<file path="config.mk">
export PLATFORM = sky130hd
export DESIGN_NAME = touch_filter
export DESIGN_NICKNAME = d
export VERILOG_FILES = /design/src/rtl/touch_pkg.sv /design/src/rtl/touch_accum.sv /design/src/rtl/touch_filter.sv
export SDC_FILE = /design/constraint.sdc
export NUM_CORES = 1
export LEC_CHECK = 0
export ABC_AREA = 1
export BUFFER_PORTS_ARGS = -buffer_cell sky130_fd_sc_hd__buf_2
export CAP_MARGIN = 5
export CORE_ASPECT_RATIO = 1.75
export CORE_UTILIZATION = 45
export CTS_BUF_LIST = sky130_fd_sc_hd__clkbuf_2 sky130_fd_sc_hd__clkbuf_4 sky130_fd_sc_hd__clkbuf_8
export CTS_CLUSTER_DIAMETER = 120
export DETAILED_ROUTE_END_ITERATION = 10
export MAX_ROUTING_LAYER = met4
export PLACE_DENSITY = 0.59
export SYNTH_ARGS = -nofsm -noshare
export SYNTH_HDL_FRONTEND = slang
export SYNTH_SLANG_ARGS = --single-unit
</file>
<file path="constraint.sdc">
create_clock -name clk -period 4.79 [get_ports clk]
set_input_delay 0.958 -clock clk [delete_from_list [all_inputs] [get_ports clk]]
set_output_delay 0.958 -clock clk [all_outputs]
set_load 0.01 [all_outputs]
</file>
<file path="src/rtl/touch_pkg.sv">
// Shared definitions for the touch filter and its consumers (area_judge).
package touch_pkg;

    // Filter FSM states
    typedef enum logic [1:0] {
        ST_IDLE     = 2'd0,
        ST_DEBOUNCE = 2'd1,
        ST_PRESSED  = 2'd2
    } touch_state_e;

    // touch_data value meaning "no confirmed press"
    localparam logic [31:0] TOUCH_NONE = 32'h0000_0000;

    // {x,y} field positions inside touch_data, also used by area_judge
    localparam int COORD_W  = 16;
    localparam int TD_X_MSB = 31;
    localparam int TD_X_LSB = 16;
    localparam int TD_Y_MSB = 15;
    localparam int TD_Y_LSB = 0;

    // Unsigned distance between two coordinates, computed as max - min
    function automatic logic [COORD_W-1:0] coord_dist(input logic [COORD_W-1:0] a,
                                                      input logic [COORD_W-1:0] b);
        if (a >= b) begin
            coord_dist = a - b;
        end else begin
            coord_dist = b - a;
        end
    endfunction

    // A confirmed axis value of zero is reported as one, so a press never encodes as TOUCH_NONE
    function automatic logic [COORD_W-1:0] nonzero_coord(input logic [COORD_W-1:0] c);
        if (c == 16'd0) begin
            nonzero_coord = 16'd1;
        end else begin
            nonzero_coord = c;
        end
    endfunction

    // Build a touch_data word from its two axes
    function automatic logic [31:0] pack_touch(input logic [COORD_W-1:0] x,
                                               input logic [COORD_W-1:0] y);
        logic [31:0] w;
        w                     = TOUCH_NONE;
        w[TD_X_MSB:TD_X_LSB]  = x;
        w[TD_Y_MSB:TD_Y_LSB]  = y;
        pack_touch            = w;
    endfunction

endpackage

</file>
<file path="src/rtl/touch_accum.sv">
// Debounce-window datapath: first-sample anchor, running sums, jitter window and average.
// The window test and the average both look at the sample currently on the inputs, so the
// FSM can decide and publish a result at the same edge that consumes the sample.
module touch_accum
    import touch_pkg::*;
#(
    parameter int DEBOUNCE_N = 4,
    parameter int JITTER_MAX = 8
) (
    input  logic               clk,
    input  logic               rstn,
    input  logic               start_i,     // first sample of a window: anchor and seed sums
    input  logic               accum_i,     // further in-window sample: add to sums
    input  logic               clear_i,     // abandon or finish the window
    input  logic [COORD_W-1:0] raw_x_i,
    input  logic [COORD_W-1:0] raw_y_i,
    output logic               in_window_o, // current sample lies within the jitter window
    output logic [COORD_W-1:0] avg_x_o,     // average including the current sample
    output logic [COORD_W-1:0] avg_y_o
);

    localparam int LOG2N = $clog2(DEBOUNCE_N);
    localparam int SUM_W = COORD_W + LOG2N;
    localparam logic [COORD_W-1:0] JIT_LIM = COORD_W'(JITTER_MAX);

    logic [COORD_W-1:0] x0_q, x0_d, y0_q, y0_d;
    logic [SUM_W-1:0]   sum_x_q, sum_x_d, sum_y_q, sum_y_d;
    logic [SUM_W-1:0]   sum_x_nxt, sum_y_nxt;

    // Window test against the anchor and sums/average that include the current sample
    always_comb begin
        sum_x_nxt   = sum_x_q + SUM_W'(raw_x_i);
        sum_y_nxt   = sum_y_q + SUM_W'(raw_y_i);
        in_window_o = (coord_dist(raw_x_i, x0_q) <= JIT_LIM) &&
                      (coord_dist(raw_y_i, y0_q) <= JIT_LIM);
        // Dropping the low LOG2N bits is a floor divide by DEBOUNCE_N
        avg_x_o     = nonzero_coord(sum_x_nxt[SUM_W-1:LOG2N]);
        avg_y_o     = nonzero_coord(sum_y_nxt[SUM_W-1:LOG2N]);
    end

    // Next-state for anchor and sums: clear beats start beats accumulate
    always_comb begin
        x0_d    = x0_q;
        y0_d    = y0_q;
        sum_x_d = sum_x_q;
        sum_y_d = sum_y_q;
        if (clear_i) begin
            x0_d    = 16'd0;
            y0_d    = 16'd0;
            sum_x_d = {SUM_W{1'b0}};
            sum_y_d = {SUM_W{1'b0}};
        end else if (start_i) begin
            x0_d    = raw_x_i;
            y0_d    = raw_y_i;
            sum_x_d = SUM_W'(raw_x_i);
            sum_y_d = SUM_W'(raw_y_i);
        end else if (accum_i) begin
            sum_x_d = sum_x_nxt;
            sum_y_d = sum_y_nxt;
        end else begin
            sum_x_d = sum_x_q;
            sum_y_d = sum_y_q;
        end
    end

    // Anchor and sum registers with synchronous reset
    always_ff @(posedge clk) begin
        if (!rstn) begin
            x0_q    <= 16'd0;
            y0_q    <= 16'd0;
            sum_x_q <= {SUM_W{1'b0}};
            sum_y_q <= {SUM_W{1'b0}};
        end else begin
            x0_q    <= x0_d;
            y0_q    <= y0_d;
            sum_x_q <= sum_x_d;
            sum_y_q <= sum_y_d;
        end
    end

endmodule

</file>
<file path="src/rtl/touch_filter.sv">
// Touch report filter: debounces and jitter-checks raw panel reports, averages the
// debounce window and holds the confirmed {x,y} until release or report timeout.
module touch_filter
    import touch_pkg::*;
#(
    parameter int DEBOUNCE_N  = 4,
    parameter int RELEASE_N   = 3,
    parameter int JITTER_MAX  = 8,
    parameter int TIMEOUT_CYC = 1000000
) (
    input  logic               clk,
    input  logic               rstn,
    input  logic               raw_valid,
    input  logic               raw_touch,
    input  logic [COORD_W-1:0] raw_x,
    input  logic [COORD_W-1:0] raw_y,
    output logic [31:0]        touch_data,
    output logic               touch_pulse
);

    localparam int CNT_W  = $clog2(DEBOUNCE_N + 1);
    localparam int REL_W  = $clog2(RELEASE_N + 1);
    localparam int IDLE_W = $clog2(TIMEOUT_CYC + 1);

    localparam logic [CNT_W-1:0]  DEB_LAST = CNT_W'(DEBOUNCE_N - 1);
    localparam logic [REL_W-1:0]  REL_LAST = REL_W'(RELEASE_N - 1);
    localparam logic [IDLE_W-1:0] TO_LAST  = IDLE_W'(TIMEOUT_CYC - 1);
    localparam logic [IDLE_W-1:0] TO_SAT   = IDLE_W'(TIMEOUT_CYC);

    touch_state_e       state_q, state_d;
    logic [CNT_W-1:0]   cnt_q, cnt_d;
    logic [REL_W-1:0]   rel_cnt_q, rel_cnt_d;
    logic [IDLE_W-1:0]  idle_cnt_q, idle_cnt_d;
    logic [31:0]        touch_data_q, touch_data_d;
    logic               touch_pulse_q, touch_pulse_d;

    logic               acc_start_s, acc_accum_s, acc_clear_s;
    logic               in_window_s;
    logic [COORD_W-1:0] avg_x_s, avg_y_s;
    logic               timeout_hit_s;

    touch_accum #(
        .DEBOUNCE_N (DEBOUNCE_N),
        .JITTER_MAX (JITTER_MAX)
    ) u_accum (
        .clk         (clk),
        .rstn        (rstn),
        .start_i     (acc_start_s),
        .accum_i     (acc_accum_s),
        .clear_i     (acc_clear_s),
        .raw_x_i     (raw_x),
        .raw_y_i     (raw_y),
        .in_window_o (in_window_s),
        .avg_x_o     (avg_x_s),
        .avg_y_o     (avg_y_s)
    );

    // Report-gap counter: cleared by any report, otherwise counts up and saturates.
    // Expiry only fires on a cycle without a report, so a coinciding report always wins.
    always_comb begin
        if (raw_valid) begin
            idle_cnt_d = {IDLE_W{1'b0}};
        end else if (idle_cnt_q == TO_SAT) begin
            idle_cnt_d = idle_cnt_q;
        end else begin
            idle_cnt_d = idle_cnt_q + IDLE_W'(1);
        end
        timeout_hit_s = !raw_valid && (idle_cnt_q >= TO_LAST);
    end

    // Press/release FSM with debounce and release counters
    always_comb begin
        state_d       = state_q;
        cnt_d         = cnt_q;
        rel_cnt_d     = rel_cnt_q;
        touch_data_d  = touch_data_q;
        touch_pulse_d = 1'b0;
        acc_start_s   = 1'b0;
        acc_accum_s   = 1'b0;
        acc_clear_s   = 1'b0;
        case (state_q)
            ST_IDLE: begin
                if (raw_valid && raw_touch) begin
                    acc_start_s = 1'b1;
                    cnt_d       = CNT_W'(1);
                    state_d     = ST_DEBOUNCE;
                end else begin
                    state_d     = ST_IDLE;
                end
            end
            ST_DEBOUNCE: begin
                if (raw_valid) begin
                    if (!raw_touch || !in_window_s) begin
                        acc_clear_s = 1'b1;
                        cnt_d       = {CNT_W{1'b0}};
                        state_d     = ST_IDLE;
                    end else if (cnt_q == DEB_LAST) begin
                        // Window complete: publish the average of all samples including this one
                        acc_clear_s   = 1'b1;
                        cnt_d         = {CNT_W{1'b0}};
                        rel_cnt_d     = {REL_W{1'b0}};
                        touch_data_d  = pack_touch(avg_x_s, avg_y_s);
                        touch_pulse_d = 1'b1;
                        state_d       = ST_PRESSED;
                    end else begin
                        acc_accum_s = 1'b1;
                        cnt_d       = cnt_q + CNT_W'(1);
                    end
                end else if (timeout_hit_s) begin
                    acc_clear_s = 1'b1;
                    cnt_d       = {CNT_W{1'b0}};
                    state_d     = ST_IDLE;
                end else begin
                    state_d     = ST_DEBOUNCE;
                end
            end
            ST_PRESSED: begin
                // Coordinates reported while held are ignored; only touch/no-touch matters
                if (raw_valid) begin
                    if (raw_touch) begin
                        rel_cnt_d = {REL_W{1'b0}};
                    end else if (rel_cnt_q == REL_LAST) begin
                        rel_cnt_d    = {REL_W{1'b0}};
                        touch_data_d = TOUCH_NONE;
                        state_d      = ST_IDLE;
                    end else begin
                        rel_cnt_d = rel_cnt_q + REL_W'(1);
                    end
                end else if (timeout_hit_s) begin
                    rel_cnt_d    = {REL_W{1'b0}};
                    touch_data_d = TOUCH_NONE;
                    state_d      = ST_IDLE;
                end else begin
                    state_d      = ST_PRESSED;
                end
            end
            default: begin
                acc_clear_s  = 1'b1;
                cnt_d        = {CNT_W{1'b0}};
                rel_cnt_d    = {REL_W{1'b0}};
                touch_data_d = TOUCH_NONE;
                state_d      = ST_IDLE;
            end
        endcase
    end

    // State, counters and registered outputs with synchronous reset
    always_ff @(posedge clk) begin
        if (!rstn) begin
            state_q       <= ST_IDLE;
            cnt_q         <= {CNT_W{1'b0}};
            rel_cnt_q     <= {REL_W{1'b0}};
            idle_cnt_q    <= {IDLE_W{1'b0}};
            touch_data_q  <= TOUCH_NONE;
            touch_pulse_q <= 1'b0;
        end else begin
            state_q       <= state_d;
            cnt_q         <= cnt_d;
            rel_cnt_q     <= rel_cnt_d;
            idle_cnt_q    <= idle_cnt_d;
            touch_data_q  <= touch_data_d;
            touch_pulse_q <= touch_pulse_d;
        end
    end

    assign touch_data  = touch_data_q;
    assign touch_pulse = touch_pulse_q;

endmodule

</file>
==> results_dict.tcl, run 1 <==
set metrics [dict create \
    hold_path_class "register to register" \
    cts_tree "built" \
    max_freq_ghz 0.252 \
    final_util_pct 49.6 \
    ir_drop_v 0.000249 \
    arrival_ns 4.33 \
    cts_buffers 17 \
    power_mw 3.06 \
    maxCapViolations 0 \
    nNetsFinal 2217 \
    wl_per_cell_um 15.0 \
    drive_gt1_share_pct 10.3 \
    synth_top_family_by_area "simple AND/OR/NAND/NOR gates" \
    diodes 0 \
    synthAdderAreaFrac_pct 10.4 \
    grt_pass1_vias 12200 \
    cp_cell_sequence "buf_2, inv_1, ha_1, nand2_1, nor2_1, inv_1, nor2_1, nand2_2, nand2_4, inv_2, nand2_1, nand2_1, xor2_1, nand2_1, nand4_4, nand2_4, nand3_4, nor2_1, nor2_1" \
    path_buf_inv 4 \
    die_x_um 126 \
    mostFrequentLayoutCells "nand2_1 (627), inv_1 (352), nor2_1 (236)" \
    synthDistinctLibCells 46 \
    ys.flop_type "dfxtp_1" \
    cts_sinks 128 \
    die_h_um 218 \
    syn2layout_area_growth_pct 7.60 \
    syn_inst 2039 \
    worstPathMaxFanout 41 \
    worstSkewPairLatency_ns 0.49 \
    setup_viol_count_final 0 \
    htreeDepth 4 \
    skew_ns 0.0178 \
    slew_headroom_pct 38.4 \
    ys_ff_latch 128 \
    grt_pass1_wl_mm 59.5 \
    final_cells 2414 \
    maxSlewViolCount 0 \
    dpl.hpwl_mm 29.6 \
    clk_pin_slew_ns 0.07 \
    hold_ws_ns 0.446 \
    hold_viol_final 0 \
    cts_buffer_depth 2 \
    grt_max_degree 65 \
    synth_compound_area_share_pct 12.0 \
    cts_hold_buffers 0 \
    initialDrtViolationCount 569 \
    violations "DRC" \
    antenna_found_initial 0 \
    fin_setup_tns_ns 0 \
    crit_path_top_delay_cell "ha_1" \
    wirelength_mm 36.2 \
    min_period_ns 3.97 \
    syn_area_per_cell_um2 5.90 \
    overflow 0 \
    synth_area_leaders "dfxtp_1 (21%), nand2_1 (20%), inv_1 (11%)" \
    routed_via_density 5.12 \
    synthMuxAreaShare_pct 0.0833 \
    end_kind "register" \
    port_buffers 68 \
    dr.pass1.iters 10 \
    rows 78 \
    status "finished, violations left" \
    gp_congestion 0.966 \
    ys_seq_area_share_pct 21.3 \
    track_usage_pct 28.3 \
    period_share_pct 82.9 \
    dp.cells 2383 \
    rsz0062_at_grt "false" \
    layout_commonest_cell "nand2_1" \
    syn_area_um2 12000 \
    power_density_nw_per_um2 236 \
    worstPathRequired_ns 5.15 \
    yosysTopAreaCellShare_pct 21.3 \
    worst_pin_slew_ns 0.922 \
    worst_slack_ns 0.821 \
    crit_type "input port to register" \
    place_area_um2 12500 \
    synth_top_area_cell "dfxtp_1" \
    startpoint_type "input port" \
    fillCellCount 2856 \
    num_vias 12400 \
    cp_top_family "simple AND/OR/NAND/NOR gates" \
    start_util_pct 46.1 \
    postCtsSetupRepairBufs 0 \
    power_leakage_nw 6.58 \
    dp_slack_ns 0.303 \
    synth_edf_count 0 \
    io_pins 69 \
    async_flop_share_pct 0 \
    synth_nets 2174 \
    cts_resized 0 \
    core_area_um2 26100 \
    synth_warnings 0 \
    final_antenna_net_count 0 \
    fin_area_um2 12900 \
    synth-xor-area-share_pct 2.19 \
    multiInputGateArea_um2 7800 \
    synth-simple-area-share_pct 40.0 \
    regArea_um2 2560 \
    cts-root-buf "clkbuf_8" \
    drc 2 \
    die_area_um2 27400 \
    crit_path_max_incr_delay_ns 0.48 \
]
==> worst reg2reg max path: stages (launching register included) <==
cell     delay [ns]
dfxtp_1        0.33
ha_1           0.48
nand2_1        0.22
nor2_1         0.24
inv_1          0.09
nor2_1         0.13
nand2_2        0.08
nand2_4        0.12
inv_2          0.08
nand2_1        0.06
nand2_1        0.07
xor2_1         0.14
nand2_1        0.25
nand4_4        0.21
nand2_4        0.27
nand3_4        0.43
nor2_1         0.28
nor2_1         0.07
==> logic make-up (layout without fill, tap and decap cells) <==
kind of cell             after synthesis  after routing
buffers and inverters                415            470
XOR/XNOR                              30             30
AND/OR/NAND/NOR                     1136           1136
AO/OA/AOI/OAI                        230            230
flip-flops                           128            128
multiplexers                           1              1
adder cells (fa/ha/maj)               99             99
==> power by group <==
group          internal (mW)  switching [mW]
combinational          0.302           0.642
clock                  0.534           0.440
sequential              1.11          0.0300
total                   1.95            1.11
==> synthesized netlist by cell type (9+ instances only) <==
cell type	instances
xor2_1	17
nand2_1	628
nor2_1	237
nand4_1	57
dfxtp_1	128
a21oi_2	63
nand3_1	145
inv_2	11
buf_2	11
ha_1	97
clkbuf_1	22
xnor2_1	13
buf_6	13
o21ai_0	49
inv_1	352
nand2_2	9
a21oi_1	96
nor3_1	17
==> state kept, by name, indices dropped and copies added, names as in the netlist <==
name / count
u_accum.y0_q: 16
touch_data: 32
u_accum.sum_x_q: 18
state_q: 2
u_accum.sum_y_q: 18
touch_pulse: 1
cnt_q: 3
idle_cnt_q: 20
rel_cnt_q: 2
u_accum.x0_q: 16
==> per-layer routing <==
metal	global-route usage [%]	wire length, um
met5	-	0
met1	31.1	15500
met4	13.6	1500
met2	50.6	18300
met3	3.04	960
==> path summary, 6_finish.rpt <==
path	cells past startpoint	startpoint	end	slack (ns)
setup / recovery	19	raw_x[8]	touch_data[11]	0.82
hold / removal	2	cnt_q[2]	cnt_q[2]	0.45
setup reg to reg	17	u_accum.x0_q[8]	touch_data[11]	1.15
hold reg to reg	2	cnt_q[2]	cnt_q[2]	0.45
==> final cells by class <==
class | count | share of cell area, %
Timing Repair Buffer | 75 | 3.13
Clock inverter | 6 | 0.619
Inverter | 364 | 10.6
Multi-Input combinational cell | 1496 | 60.3
Sequential cell | 128 | 19.8
Clock buffer | 25 | 2.47
Tap cell | 320 | 3.10
Note: power is estimated with default switching activity, not from simulation.
==> run 2, diff against run 1 <==
clock period = 3.8 ns   (was 4.79 ns; I/O delays follow)
==> run 2 against run 1 <==
Compared with the run above:
- the flow still finishes with violations (DRC)
- total power up 25%
- via count up 1.1%
- clock power up 18%
- flip-flop and latch count unchanged
- sequential share of layout area down 0.47 points
- count of clock-buffer cells in the layout down 2
- critical path type unchanged
==> results_dict.tcl, run 2 (synthesis gave the netlist of run 1 again) <==
set metrics [dict create \
    maxSlewViolCount 0 \
    overflow 0 \
    rows 78 \
    min_period_ns 3.44 \
    drive_gt1_share_pct 12.0 \
    cts_hold_buffers 0 \
    grt_pass1_vias 12400 \
    die_h_um 218 \
    hold_path_class "register to register" \
    diodes 0 \
    crit_path_top_delay_cell "ha_1" \
    syn2layout_area_growth_pct 10.2 \
    clk_pin_slew_ns 0.08 \
    worstPathRequired_ns 4.20 \
    dpl.hpwl_mm 30.2 \
    layout_commonest_cell "nand2_1" \
    final_antenna_net_count 0 \
    gp_congestion 0.970 \
    globalRouteMet3Util_pct 3.28 \
    wl_per_cell_um 14.8 \
    slew_headroom_pct 57.0 \
    dr.pass1.iters 8 \
    use_met2_pct 51.6 \
    cp_cell_sequence "buf_2, inv_1, ha_1, nand2_1, inv_1, nand2_1, nor3_1, nand2_1, nand2_1, nand2_1, nand2_1, nand2_1, nor2_1, nand3_1, nand2_2, nand3_1, nor2_2, nand3_2, buf_4, nor2_1, nor2_1, a21oi_2" \
    mostFrequentLayoutCells "nand2_1 (627), inv_1 (352), nor2_1 (236)" \
    die_x_um 126 \
    rsz0062_at_grt "false" \
    drc 2 \
    cts-root-buf "clkbuf_8" \
    die_area_um2 27400 \
    skew_ns 0.0118 \
    cp.depth 22 \
    period_share_pct 90.6 \
    antenna_found_initial 0 \
    num_vias 12500 \
    hold_ws_ns 0.441 \
    htreeDepth 4 \
    initialDrtViolationCount 639 \
    crit_path_max_incr_delay_ns 0.45 \
    status "finished, violations left" \
    nNetsFinal 2256 \
    startpoint_type "input port" \
    crit_top_cell "nand2_1" \
    worstPathMaxFanout 28 \
    largest_register_ffs 32 \
    setup_viol_count_final 0 \
    grt_max_degree 63 \
    cts_sinks 128 \
    core_area_um2 26100 \
    max_freq_ghz 0.291 \
    end_kind "register" \
    cts_resized 0 \
    fillCellCount 2895 \
    cts_buffers 17 \
    cts_tree "built" \
    fin_area_um2 13200 \
    maxCapViolations 0 \
    power_leakage_nw 6.78 \
    hold_viol_final 0 \
    worstSkewPairLatency_ns 0.47 \
    fin_setup_tns_ns 0 \
    worstHoldPathCells 2 \
    ir_drop_v 0.000321 \
    power_density_nw_per_um2 289 \
    wirelength_mm 36.3 \
    grt_pass1_wl_mm 59.9 \
    arrival_ns 3.84 \
    routed_via_density 5.10 \
    use_met1_pct 30.3 \
    rr_worst_depth 20 \
    postCtsSetupRepairBufs 0 \
    crit_type "input port to register" \
    grt_most_used_layer "met2" \
    track_usage_pct 28.3 \
    violations "DRC" \
    cts_buffer_depth 2 \
    worst_pin_slew_ns 0.644 \
    start_util_pct 46.1 \
    place_area_um2 12900 \
    io_pins 69 \
    port_buffers 68 \
    cp_top_family "simple AND/OR/NAND/NOR gates" \
    path_buf_inv 4 \
]
## run 2: through the flow
step	utilization, %	setup WS (ns)	power [mW]	std cells
after floorplan	-	0.757	2.33	2039
after global placement	49.4	-0.0515	2.69	2422
after detailed placement	49.4	-0.105	2.70	2422
after CTS	50.8	0.378	3.86	2453
after global routing	50.8	0.0768	4.09	2453
final	50.8	0.359	3.83	2453
## run 2: layout make-up
class | instances | area (um2) | share of cell area [%]
repair buffers | 114 | 748 | 5.65
clock inverters | 8 | 90.1 | 0.680
well taps | 320 | 400 | 3.02
inverters | 364 | 1370 | 10.3
flip-flops and latches | 128 | 2560 | 19.3
multi-input cells | 1496 | 7800 | 58.9
clock buffers | 23 | 279 | 2.11
## run 2: report_power, final
group	leakage [nW]	internal (mW)	switching [mW]	total, mW
clock network	0.202	0.614	0.540	1.15
logic	5.53	0.420	0.823	1.24
registers	1.04	1.40	0.0364	1.43
total	6.78	2.43	1.40	3.83
## run 2: final timing paths
check / start / end / slack (ns)
max: raw_y[9] / u_accum.sum_y_q[5] / 0.36
min: cnt_q[2] / cnt_q[2] / 0.44
max reg2reg: u_accum.y0_q[7] / u_accum.sum_y_q[5] / 0.55
min reg2reg: cnt_q[2] / cnt_q[2] / 0.44
## run 2: layer usage
layer | part of all wire [%] | up-vias
met2 | 52 | 227
met5 | 0 | -
met4 | 4.0 | 0
li1 | - | 6557
met3 | 2.6 | 83
met1 | 42 | 5634
## run 2: worst register-to-register path, cell delays in order, from the launching register on
cell and delay, ns:
dfxtp_1 0.33, ha_1 0.42, nand2_1 0.17, inv_2 0.10
nand2_1 0.11, nor3_1 0.31, nand2_1 0.16, nand2_1 0.09
nand2_1 0.05, nand2_1 0.06, nand2_1 0.05, nor2_1 0.08
nand3_1 0.11, nand2_2 0.13, nand3_1 0.10, nor2_2 0.19
nand3_2 0.15, buf_4 0.26, nor2_1 0.14, nor2_1 0.06
a21oi_2 0.11
